[src/rtl/micro_seq_if.sv]
// Program-load, run-control and issue bundle between a host and micro_seq.
// The master loads the program and starts runs; the slave drives the issue stream.
interface micro_seq_if;
    logic        prog_we;
    logic [3:0]  prog_addr;
    logic [17:0] prog_wdata;
    logic        start;
    logic [7:0]  inst;
    logic [7:0]  data;
    logic [3:0]  pc;
    logic        busy;
    logic        done;

    modport master (
        output prog_we,
        output prog_addr,
        output prog_wdata,
        output start,
        input  inst,
        input  data,
        input  pc,
        input  busy,
        input  done
    );

    modport slave (
        input  prog_we,
        input  prog_addr,
        input  prog_wdata,
        input  start,
        output inst,
        output data,
        output pc,
        output busy,
        output done
    );
endinterface

[src/rtl/micro_seq.sv]
// Micro-sequencer: 16-word program store that issues op/imm pairs to a core.
// Supports issue, jump, counted repeat and halt; all outputs registered.
module micro_seq (
    input  logic         clk,
    input  logic         rst,
    micro_seq_if.slave   bus
);

    typedef enum logic [1:0] {
        S_IDLE,
        S_RUN,
        S_REPEAT,
        S_HALT
    } state_t;

    state_t      state_q, state_d;
    logic [7:0]  inst_q, inst_d;
    logic [7:0]  data_q, data_d;
    logic [3:0]  pc_q, pc_d;
    logic [7:0]  cnt_q, cnt_d;
    logic        busy_q, busy_d;
    logic        done_q, done_d;

    logic [17:0] mem_q [16];

    logic [17:0] word;
    logic [1:0]  ctl;
    logic [7:0]  op;
    logic [7:0]  imm;
    logic [7:0]  rep_n;
    logic        prog_ok;

    assign word  = mem_q[pc_q];
    assign ctl   = word[17:16];
    assign op    = word[15:8];
    assign imm   = word[7:0];
    assign rep_n = (imm == 8'd0) ? 8'd1 : imm;

    // Program loads only while the sequencer is not fetching.
    assign prog_ok = bus.prog_we && !rst &&
                     ((state_q == S_IDLE) || (state_q == S_HALT));

    always_ff @(posedge clk) begin
        if (prog_ok) begin
            mem_q[bus.prog_addr] <= bus.prog_wdata;
        end
    end

    always_comb begin
        state_d = state_q;
        inst_d  = inst_q;
        data_d  = data_q;
        pc_d    = pc_q;
        cnt_d   = cnt_q;
        case (state_q)
            S_IDLE, S_HALT: begin
                inst_d = 8'd0;
                data_d = 8'd0;
                if (bus.start) begin
                    state_d = S_RUN;
                    pc_d    = 4'd0;
                end
            end
            S_RUN: begin
                case (ctl)
                    2'b00: begin
                        inst_d = op;
                        data_d = imm;
                        pc_d   = pc_q + 4'd1;
                    end
                    2'b01: begin
                        inst_d = 8'd0;
                        data_d = 8'd0;
                        pc_d   = imm[3:0];
                    end
                    2'b10: begin
                        inst_d = op;
                        data_d = 8'd0;
                        if (rep_n == 8'd1) begin
                            pc_d = pc_q + 4'd1;
                        end else begin
                            cnt_d   = rep_n - 8'd1;
                            state_d = S_REPEAT;
                        end
                    end
                    default: begin
                        inst_d  = 8'd0;
                        data_d  = 8'd0;
                        state_d = S_HALT;
                    end
                endcase
            end
            S_REPEAT: begin
                // Last held cycle advances past the repeat word.
                if (cnt_q <= 8'd1) begin
                    cnt_d   = 8'd0;
                    pc_d    = pc_q + 4'd1;
                    state_d = S_RUN;
                end else begin
                    cnt_d = cnt_q - 8'd1;
                end
            end
            default: begin
                state_d = S_IDLE;
            end
        endcase
        busy_d = (state_d == S_RUN) || (state_d == S_REPEAT);
        done_d = (state_d == S_HALT);
    end

    always_ff @(posedge clk) begin
        if (rst) begin
            state_q <= S_IDLE;
            inst_q  <= 8'd0;
            data_q  <= 8'd0;
            pc_q    <= 4'd0;
            cnt_q   <= 8'd0;
            busy_q  <= 1'b0;
            done_q  <= 1'b0;
        end else begin
            state_q <= state_d;
            inst_q  <= inst_d;
            data_q  <= data_d;
            pc_q    <= pc_d;
            cnt_q   <= cnt_d;
            busy_q  <= busy_d;
            done_q  <= done_d;
        end
    end

    assign bus.inst = inst_q;
    assign bus.data = data_q;
    assign bus.pc   = pc_q;
    assign bus.busy = busy_q;
    assign bus.done = done_q;

endmodule

[src/flat_wrapper.sv]
// flat-port wrapper written by rule: the top's interface ports become plain ports
module micro_seq_flat 
  (clk, rst, bus_prog_we, bus_prog_addr, bus_prog_wdata, bus_start, bus_inst, bus_data, bus_pc, bus_busy, bus_done);
  micro_seq_if bus_i ();
  input  logic clk;
  input  logic rst;
  input wire logic [$bits(bus_i.prog_we)-1:0] bus_prog_we;
  input wire logic [$bits(bus_i.prog_addr)-1:0] bus_prog_addr;
  input wire logic [$bits(bus_i.prog_wdata)-1:0] bus_prog_wdata;
  input wire logic [$bits(bus_i.start)-1:0] bus_start;
  output wire logic [$bits(bus_i.inst)-1:0] bus_inst;
  output wire logic [$bits(bus_i.data)-1:0] bus_data;
  output wire logic [$bits(bus_i.pc)-1:0] bus_pc;
  output wire logic [$bits(bus_i.busy)-1:0] bus_busy;
  output wire logic [$bits(bus_i.done)-1:0] bus_done;
  assign bus_i.prog_we = bus_prog_we;
  assign bus_i.prog_addr = bus_prog_addr;
  assign bus_i.prog_wdata = bus_prog_wdata;
  assign bus_i.start = bus_start;
  assign bus_inst = bus_i.inst;
  assign bus_data = bus_i.data;
  assign bus_pc = bus_i.pc;
  assign bus_busy = bus_i.busy;
  assign bus_done = bus_i.done;
  micro_seq u_core (.clk(clk), .rst(rst), .bus(bus_i));
endmodule
[config.mk]
export PLATFORM = sky130hd
export DESIGN_NAME = micro_seq_flat
export DESIGN_NICKNAME = d
export VERILOG_FILES = /design/src/rtl/micro_seq_if.sv /design/src/rtl/micro_seq.sv /design/src/flat_wrapper.sv
export SDC_FILE = /design/constraint.sdc
export NUM_CORES = 1
export LEC_CHECK = 0
export ABC_AREA = 0
export ABC_CLOCK_PERIOD_IN_PS = 4300
export BUFFER_PORTS_ARGS = -buffer_cell sky130_fd_sc_hd__buf_4
export CORE_UTILIZATION = 55
export DETAILED_ROUTE_END_ITERATION = 6
export PLACE_DENSITY = 0.72
export SYNTH_ARGS = -nofsm -noshare
export SYNTH_HDL_FRONTEND = slang
export SYNTH_SLANG_ARGS = --single-unit
[constraint.sdc]
create_clock -name clk -period 4.3 [get_ports clk]
set_clock_uncertainty 0.2 [all_clocks]
set_input_delay 0.43 -clock clk [delete_from_list [all_inputs] [get_ports clk]]
set_output_delay 0.43 -clock clk [all_outputs]
set_load 0.005 [all_outputs]
==> results of run 1 <==
[report_power, final]
part / switching (mW) / total (mW) / internal [mW]
Clock: 1.15 / 2.89 / 1.74
Sequential: 0.0830 / 3.60 / 3.52
Combinational: 0.621 / 1.05 / 0.430
Total: 1.85 / 7.54 / 5.69
[cell type report]
class,count,area (µm²),area share (%)
clock buffers,43,906,6.04
clock inverters,14,191,1.28
inverters,13,48.8,0.325
multi-input cells,334,3490,23.3
flip-flops and latches,324,9380,62.6
well taps,313,392,2.61
repair buffers,78,586,3.91
[cells in the mapped netlist (3+ instances only)]
cell type	count
buf_6	3
nor2b_1	4
mux2_2	7
mux4_2	65
nand2b_1	15
and3_1	4
o31ai_1	7
a22oi_1	17
nand3_1	5
xnor2_1	4
o21ai_0	11
buf_4	3
dfxtp_1	36
edfxtp_1	288
nor2_1	42
mux2i_1	8
nor3_1	9
o22ai_1	8
ha_1	9
nand2_1	32
and2_1	5
mux4_1	13
a21oi_1	16
or3_1	4
a31oi_1	4
nand4_1	3
clkbuf_1	16
buf_2	8
inv_1	13
o211ai_1	5
[what timing repair did]
action	4_1_cts	5_1_grt
setup endpoints to repair	0	1
resized for setup	0	1
hold buffers	0	0
[flip-flops by register name, indices dropped and copies added (netlist names), named ones only]
name	cells
u_core.bus.inst	8
u_core.cnt_q	8
u_core.bus.done	1
u_core.state_q	2
u_core.bus.data	8
u_core.mem_q	288
u_core.bus.busy	1
u_core.bus.pc	4
[worst reg2reg max path, stage by stage, from the launching register on]
cell and delay (ps):
dfxtp_4 500, buf_4 270, mux4_1 570, o22ai_1 190, o22ai_1 200, or3_1 420
o21bai_1 210, ha_1 190, o21ai_0 120, o31ai_1 240, nand2_1 110, o21a_1 180
ha_1 270, nor2b_1 130
[routing by layer]
layer / GRT usage (%) / share of wire, %
met1: 35.4 / 41
met2: 39.2 / 49
met3: 4.44 / 7.5
met4: 7.94 / 2.4
met5: 0 / 0
[final timing paths]
check | startpoint | end | slack (ps)
max | flip-flop | u_core.bus.busy | 400
min | bus_prog_wdata[5] | u_core.mem_q[8][5] | 10
max reg2reg | flip-flop | u_core.bus.busy | 400
min reg2reg | u_core.bus.inst[5] | u_core.bus.inst[5] | 260
[kinds of logic (layout without fill, tap and decap cells)]
family / after synthesis / count (layout) / share of synthesized area, %
flip-flops: 324 / 324 / 71.8
AO/OA/AOI/OAI: 92 / 92 / 5.01
XOR/XNOR: 5 / 5 / 0.336
multiplexers: 93 / 93 / 15.1
AND/OR/NAND/NOR: 135 / 135 / 5.10
buffers and inverters: 46 / 148 / 1.83
adder cells (fa/ha/maj): 9 / 9 / 0.863
[metrics by stage]
step,hold WS (ps),setup WS [ps],std cells,utilization (%),instance area (µm²)
2_1_floorplan,253,506,704,-,13000
3_3_place_gp,245,393,1062,60.4,13900
3_5_place_dp,256,325,1062,60.4,13900
4_1_cts,1.43,268,1119,65.2,15000
5_1_grt,11.7,54.9,1119,65.2,15000
6_report,12.6,396,1119,65.2,15000
==> results.json, run 1 <==
{
  "slew_headroom_pct": 50.5,
  "avgRoutedWirePerCell_um": 25.7,
  "path_cells": "buf_4 > mux4_1 > o22ai_1 > o22ai_1 > or3_1 > o21bai_1 > ha_1 > o21ai_0 > o31ai_1 > nand2_1 > o21a_1 > ha_1 > nor2b_1",
  "syn-instance-count": 704,
  "rows": 55,
  "yosysSeqAreaShare_pct": 71.8,
  "fillerInstances": 1584,
  "slew_viol_final": 0,
  "synth_top_cell_by_area": "edfxtp_1",
  "crit_cells": 13,
  "outcome": "finished, final reports clean",
  "insertion_delay_ps": 510,
  "tns_ps": 0,
  "crit_family": "compound AO/OA/AOI/OAI gates",
  "io_pins": 48,
  "leakagePower_nw": 4.83,
  "synth_edf_count": 288,
  "cp_num_buf_inv": 1,
  "syn_area_per_cell_um2": 18.5,
  "cts_setup_buffers": 0,
  "fin_crit_sh_pct": 90.8,
  "power_mw": 7.54,
  "drtPass1Iterations": 5,
  "clk_pin_slew_worst_paths_ps": 60,
  "grt_pass1_wl_um": 43100,
  "dieArea_um2": 24300,
  "track_usage_pct": 24.8,
  "p_per_area_nw_per_um2": 503,
  "syn_to_final_growth_pct": 14.9,
  "gp_congestion": 0.893,
  "end_kind": "flip-flop",
  "drc": 0,
  "drv_cap": 0,
  "die_h_um": 156,
  "required_ps": 4490,
  "slowest_delay_ps": 560,
  "synth-main-ff-cell": "edfxtp_1",
  "drive_gt1_share_pct": 27.5,
  "cts_buffers": 34,
  "clockRootBuffer": "clkbuf_16",
  "async_flop_share_pct": 0,
  "synthTopCellsByArea": "edfxtp_1 66%, mux4_2 11%, dfxtp_1 5.5%, mux4_1 2.6%, nor2_1 1.2%",
  "start_kind": "flip-flop",
  "ys_types": 63,
  "clock_path_buffers": 3,
  "path_class": "flip-flop to flip-flop",
  "worst_pin_slew_ps": 736,
  "die_w_um": 156,
  "cts_tree": "yes",
  "antenna_found_initial": 0,
  "setup_viol": 0,
  "via_count": 7033,
  "clkSinkCount": 324,
  "n_antenna_cell": 0,
  "fmax_mhz": 256,
  "rsz0062_at_grt": "false",
  "reg2regPathDepth": 13,
  "finalHoldViolCount": 0,
  "final_common_cell": "edfxtp_1",
  "synth_top_area_share_pct": 66.3,
  "grt_max_degree": 42,
  "netlist_area_um2": 13000,
  "cp_data_arrival_time_ps": 4100,
  "min-delay-path-class": "input port to flip-flop",
  "drtIter0Drc": 666,
  "htreeDepth": 2,
  "ys_seq_elements": 324,
  "yosys_warnings": 0,
  "layout_common_cells": "288 x edfxtp_1, 78 x buf_4, 65 x mux4_2",
  "nets": 820,
  "wl_um": 28700,
  "fp.coreArea_um2": 23000,
  "via_per_inst": 6.29,
  "min_path_cells": 1,
  "ant_nets": 0,
  "vdd_drop_max_mv": 0.256,
  "hpwl_um": 17000,
  "crit_fanout": 15,
  "syn_nets": 739,
  "layout_min_cycle_time_ps": 3900,
  "grt_pass1_vias": 7010,
  "crit_path_top_delay_cell": "mux4_1",
  "portBuffers": 47,
  "grt_overflow": 0,
  "start_util_pct": 56.8
}
(Power assumes the default switching activity.)
==> run 2: changes to the inputs <==
--- a/config.mk
+++ b/config.mk
@@ -8,9 +8,10 @@
 export ABC_AREA = 0
 export ABC_CLOCK_PERIOD_IN_PS = 4300
 export BUFFER_PORTS_ARGS = -buffer_cell sky130_fd_sc_hd__buf_4
-export CORE_UTILIZATION = 55
+export CORE_UTILIZATION = 60
 export DETAILED_ROUTE_END_ITERATION = 6
-export PLACE_DENSITY = 0.72
+export GPL_TIMING_DRIVEN = 1
+export PLACE_DENSITY = 0.78
 export SYNTH_ARGS = -nofsm -noshare
 export SYNTH_HDL_FRONTEND = slang
 export SYNTH_SLANG_ARGS = --single-unit
==> results.json, run 2 (synthesis results as in run 1) <==
{
  "r2r_setup_slack_ps": 220,
  "portBuffers": 47,
  "cp_data_arrival_time_ps": 4210,
  "grt_pass1_vias": 7395,
  "rsz0062_at_grt": "false",
  "whs_ps": 18.6,
  "drtPass1Iterations": 5,
  "n_antenna_cell": 0,
  "cts_buffers": 34,
  "path_cells": "buf_4 > mux4_1 > o22ai_1 > o22ai_1 > or3_1 > o21bai_1 > ha_1 > inv_1 > a2111o_1 > o22ai_2 > o311ai_0 > o21ai_0",
  "slowest_delay_ps": 700,
  "antenna_found_initial": 0,
  "p_per_area_nw_per_um2": 512,
  "fp.coreArea_um2": 21200,
  "layout_min_cycle_time_ps": 4080,
  "fmax_mhz": 245,
  "crit_top_cell": "o22ai_1",
  "path_class": "flip-flop to flip-flop",
  "clockRootBuffer": "clkbuf_16",
  "leakagePower_nw": 4.84,
  "required_ps": 4430,
  "largest_register": "u_core.mem_q",
  "syn_to_final_growth_pct": 14.9,
  "cts_hold_buf": 0,
  "crit_fanout": 14,
  "grt_overflow": 0,
  "grt_max_degree": 34,
  "hpwl_um": 17000,
  "start_util_pct": 61.7,
  "drive_gt1_share_pct": 27.5,
  "clk_pin_slew_worst_paths_ps": 60,
  "worst_pin_slew_ps": 899,
  "slew_headroom_pct": 39.6,
  "clkSinkCount": 324,
  "fin_cells": 1081,
  "drc": 0,
  "finalHoldViolCount": 0,
  "min_path_cells": 1,
  "ant_nets": 0,
  "setup_viol": 0,
  "cts_tree": "yes",
  "drtIter0Drc": 726,
  "largest_register_ffs": 288,
  "post-route-util_pct": 70.9,
  "insertion_delay_ps": 500,
  "io_pins": 48,
  "avgRoutedWirePerCell_um": 26.9,
  "rows": 53,
  "min_to": "u_core.mem_q[11][9]",
  "htreeDepth": 2,
  "clock_path_buffers": 3,
  "reg2regPathDepth": 12,
  "drv_cap": 0,
  "grt_pass1_wl_um": 43700,
  "nets": 816,
  "dieArea_um2": 22300,
  "gp_congestion": 0.903,
  "fin_crit_sh_pct": 94.8,
  "start_kind": "flip-flop",
  "hold_start": "bus_prog_wdata[9]",
  "die_h_um": 149,
  "slew_viol_final": 0,
  "via_per_inst": 6.65,
  "crit_path_top_delay_cell": "dfxtp_1",
  "end_kind": "flip-flop",
  "min-delay-path-class": "input port to flip-flop",
  "layout_common_cells": "288 x edfxtp_1, 73 x buf_4, 65 x mux4_2",
  "tns_ps": 0,
  "final_common_cell": "edfxtp_1",
  "track_usage_pct": 27.6,
  "wl_um": 29100,
  "dp_cells": 1020,
  "vdd_drop_max_mv": 0.521,
  "die_w_um": 149,
  "cts_setup_buffers": 0,
  "via_count": 7188,
  "outcome": "finished, final reports clean"
}
-- run 2: changes by cell type in the layout (fill, tap and decap cells not counted), sizes merged --
cell | before | now
buf | 78 | 74
bufinv | 4 | 6
clkbuf | 43 | 41
clkinv | 7 | 12
inv | 15 | 14
-- run 2: worst max-delay path by stage --
stage / cells after the start / end
after floorplan: 15 / u_core.bus.busy
after global placement: 13 / u_core.bus.busy
after detailed placement: 13 / u_core.bus.busy
after CTS: 13 / u_core.bus.busy
after global routing: 11 / u_core.cnt_q[3]
final: 12 / flip-flop
-- run 2: power by group --
| part | switching [mW] | internal, mW |
|---|---|---|
| registers | 0.0888 | 3.52 |
| clock network | 1.15 | 1.87 |
| logic | 0.620 | 0.423 |
| total | 1.86 | 5.81 |
-- run 2: critical path: cells and delay by family (launching register included) --
family | cells | cell delay (ps)
compound gates | 7 | 1630
fa+ha+maj | 1 | 210
mux | 1 | 320
simple gates | 1 | 420
flops | 1 | 700
buf+inv | 2 | 410
-- run 2: area by class of cell --
cell class / count / area [µm²]
clock buffer: 41 / 908
clock inverter: 20 / 253
fill: 1250 / 6160
inverter: 13 / 48.8
multi-input combinational: 334 / 3490
sequential: 324 / 9380
tap: 275 / 344
timing repair buffer: 74 / 568
-- run 2: stage by stage --
step | area, µm² | worst slack, ps | total power [mW]
detailed placement | 13800 | 251 | 4.69
global placement | 13800 | 378 | 4.65
CTS | 15000 | 204 | 7.68
global route | 15000 | 19.9 | 7.93
floorplan | 13000 | 506 | 4.38
finish | 15000 | 222 | 7.67
-- run 2: what timing repair did --
action | CTS | global route
hold endpoints to repair | 0 | 0
setup endpoints to repair | 0 | 5
resized for setup | 0 | 1
-- run 2: routing by layer --
layer | up-vias | share of wire, % | track usage [%]
met3 | 76 | 8.4 | 5.15
li1 | 3027 | - | -
met4 | 0 | 3.1 | 11.2
met1 | 3702 | 39 | 37.5
met2 | 383 | 49 | 44.4
met5 | - | 0 | 0
==> run 3: changes to the inputs <==
--- a/config.mk
+++ b/config.mk
@@ -10,7 +10,7 @@
 export BUFFER_PORTS_ARGS = -buffer_cell sky130_fd_sc_hd__buf_4
 export CORE_UTILIZATION = 60
 export DETAILED_ROUTE_END_ITERATION = 6
-export GPL_TIMING_DRIVEN = 1
+export MAX_ROUTING_LAYER = met4
 export PLACE_DENSITY = 0.78
 export SYNTH_ARGS = -nofsm -noshare
 export SYNTH_HDL_FRONTEND = slang
==> results.json, run 3 (synthesis results as in run 1) <==
{
  "reg2reg_to": "u_core.bus.busy",
  "layout_common_cells": "288 x edfxtp_1, 74 x buf_4, 65 x mux4_2",
  "post-route-util_pct": 71.1,
  "fmax_mhz": 246,
  "end_kind": "flip-flop",
  "leakagePower_nw": 4.86,
  "io_pins": 48,
  "path_cells": "buf_12 > mux4_1 > o22ai_1 > o22ai_1 > or3_1 > o21bai_1 > ha_1 > o21ai_0 > o31ai_1 > nand2_1 > o21a_1 > ha_1 > nor2b_1",
  "drv_cap": 0,
  "clk_pin_slew_worst_paths_ps": 60,
  "grt_pass1_wl_um": 43300,
  "insertion_delay_ps": 570,
  "layout_min_cycle_time_ps": 4060,
  "cts_buffers": 31,
  "path_class": "flip-flop to flip-flop",
  "slowest_delay_ps": 600,
  "rows": 53,
  "clkSinkCount": 324,
  "dieArea_um2": 22300,
  "avgRoutedWirePerCell_um": 26.1,
  "hold_start": "bus_start",
  "tns_ps": 0,
  "syn_to_final_growth_pct": 15.2,
  "reg2regPathDepth": 13,
  "start_kind": "flip-flop",
  "largest_register_ffs": 288,
  "crit_path_top_delay_cell": "mux4_1",
  "hpwl_um": 17100,
  "r2r_setup_slack_ps": 240,
  "via_per_inst": 6.51,
  "track_usage_pct": 27.7,
  "setup_viol": 0,
  "final_common_cell": "edfxtp_1",
  "nets": 832,
  "fin_crit_sh_pct": 94.4,
  "crit_fanout": 33,
  "antenna_found_initial": 1,
  "cp_num_buf_inv": 1,
  "grt_overflow": 0,
  "die_w_um": 149,
  "min-delay-path-class": "input port to flip-flop",
  "drive_gt1_share_pct": 26.8,
  "worst_pin_slew_ps": 978,
  "start_util_pct": 61.7,
  "grt_pass1_vias": 7179,
  "clockRootBuffer": "clkbuf_16",
  "drc": 0,
  "wl_um": 28700,
  "via_count": 7145,
  "clock_path_buffers": 3,
  "fillerInstances": 1264,
  "crit_family": "compound AO/OA/AOI/OAI gates",
  "grt_max_degree": 34,
  "die_h_um": 149,
  "gp_congestion": 0.886,
  "drtIter0Drc": 629,
  "cp_data_arrival_time_ps": 4280,
  "rsz0062_at_grt": "false",
  "ant_nets": 0,
  "slew_headroom_pct": 34.2,
  "fp.coreArea_um2": 21200,
  "drtPass1Iterations": 7,
  "htreeDepth": 1,
  "finalHoldViolCount": 0,
  "outcome": "finished, final reports clean",
  "largest_register": "u_core.mem_q",
  "portBuffers": 47,
  "p_per_area_nw_per_um2": 488,
  "cts_tree": "yes",
  "slew_viol_final": 0,
  "vdd_drop_max_mv": 0.498,
  "min_path_cells": 3,
  "required_ps": 4520,
  "min_to": "u_core.state_q[1]"
}
[run 3: changes by cell type in the layout (fill, tap and decap cells not counted)]
cell,delta
dlygate4sd3_1,+18
clkbuf_8,+6
bufinv_16,-4
clkbuf_16,-4
clkbuf_1,+2
clkinv_1,-2
buf_4,+1
clkinv_4,-1
dfxtp_2,+1
dfxtp_4,-1
diode_2,+1
[run 3: metal layers]
metal  up-vias  track usage [%]  share of wire [%]
li1       3061                -                  -
met1      3688             38.5                 41
met2       331             43.0                 48
met3        65             3.99                7.2
met4         0             8.88                3.0
met5         -                -                  0
[run 3: how the worst max path moves through the flow]
stage	start	to	slack, ps	cells after the start
2_1_floorplan	flip-flop	u_core.bus.busy	510	15
3_3_place_gp	flip-flop	u_core.bus.busy	420	13
3_5_place_dp	flip-flop	u_core.bus.busy	280	13
4_1_cts	flip-flop	u_core.bus.busy	270	13
5_1_grt	flip-flop	u_core.bus.busy	40	13
6_report	flip-flop	u_core.bus.busy	240	13
[run 3: power by group]
part	internal (mW)	switching, mW	leakage (nW)	total, mW
clock	1.56	1.11	0.499	2.67
sequential	3.52	0.0847	2.89	3.60
combinational	0.435	0.622	1.47	1.06
[run 3: cell type report]
class,instances,area (µm²),area share [%]
multi-input cells,334,3490,23.2
clock inverters,13,116,0.774
clock buffers,45,898,5.98
inverters,13,48.8,0.325
diodes,1,2.50,0.0166
well taps,275,344,2.29
flip-flops and latches,324,9380,62.4
repair buffers,93,756,5.03
[run 3: per-stage QoR]
step,area (µm²),hold slack (ps),cells,total power [mW],setup WS (ps)
2_1_floorplan,13000,253,704,4.38,506
3_3_place_gp,13800,259,1021,4.65,420
3_5_place_dp,13800,256,1021,4.69,283
5_1_grt,15000,88.2,1098,7.57,37.0
6_report,15000,64.8,1098,7.33,241
4_1_cts,15000,46.4,1097,7.35,270
[run 3: worst register-to-register path, cell delays in order, from the launching register on]
cell and delay [ps]:
dfxtp_2 520, buf_12 280, mux4_1 610, o22ai_1 230, o22ai_1 170, or3_1 420, o21bai_1 200, ha_1 190
o21ai_0 150, o31ai_1 270, nand2_1 110, o21a_1 180, ha_1 260, nor2b_1 130
[run 3: what timing repair did]
action / 4_1_cts / 5_1_grt
buffers inserted: 0 / 0
setup endpoints to repair: 0 / 0
hold buffers: 18 / 0
endpoints found under the hold margin: 288 / 0
gates resized for setup: 0 / 0
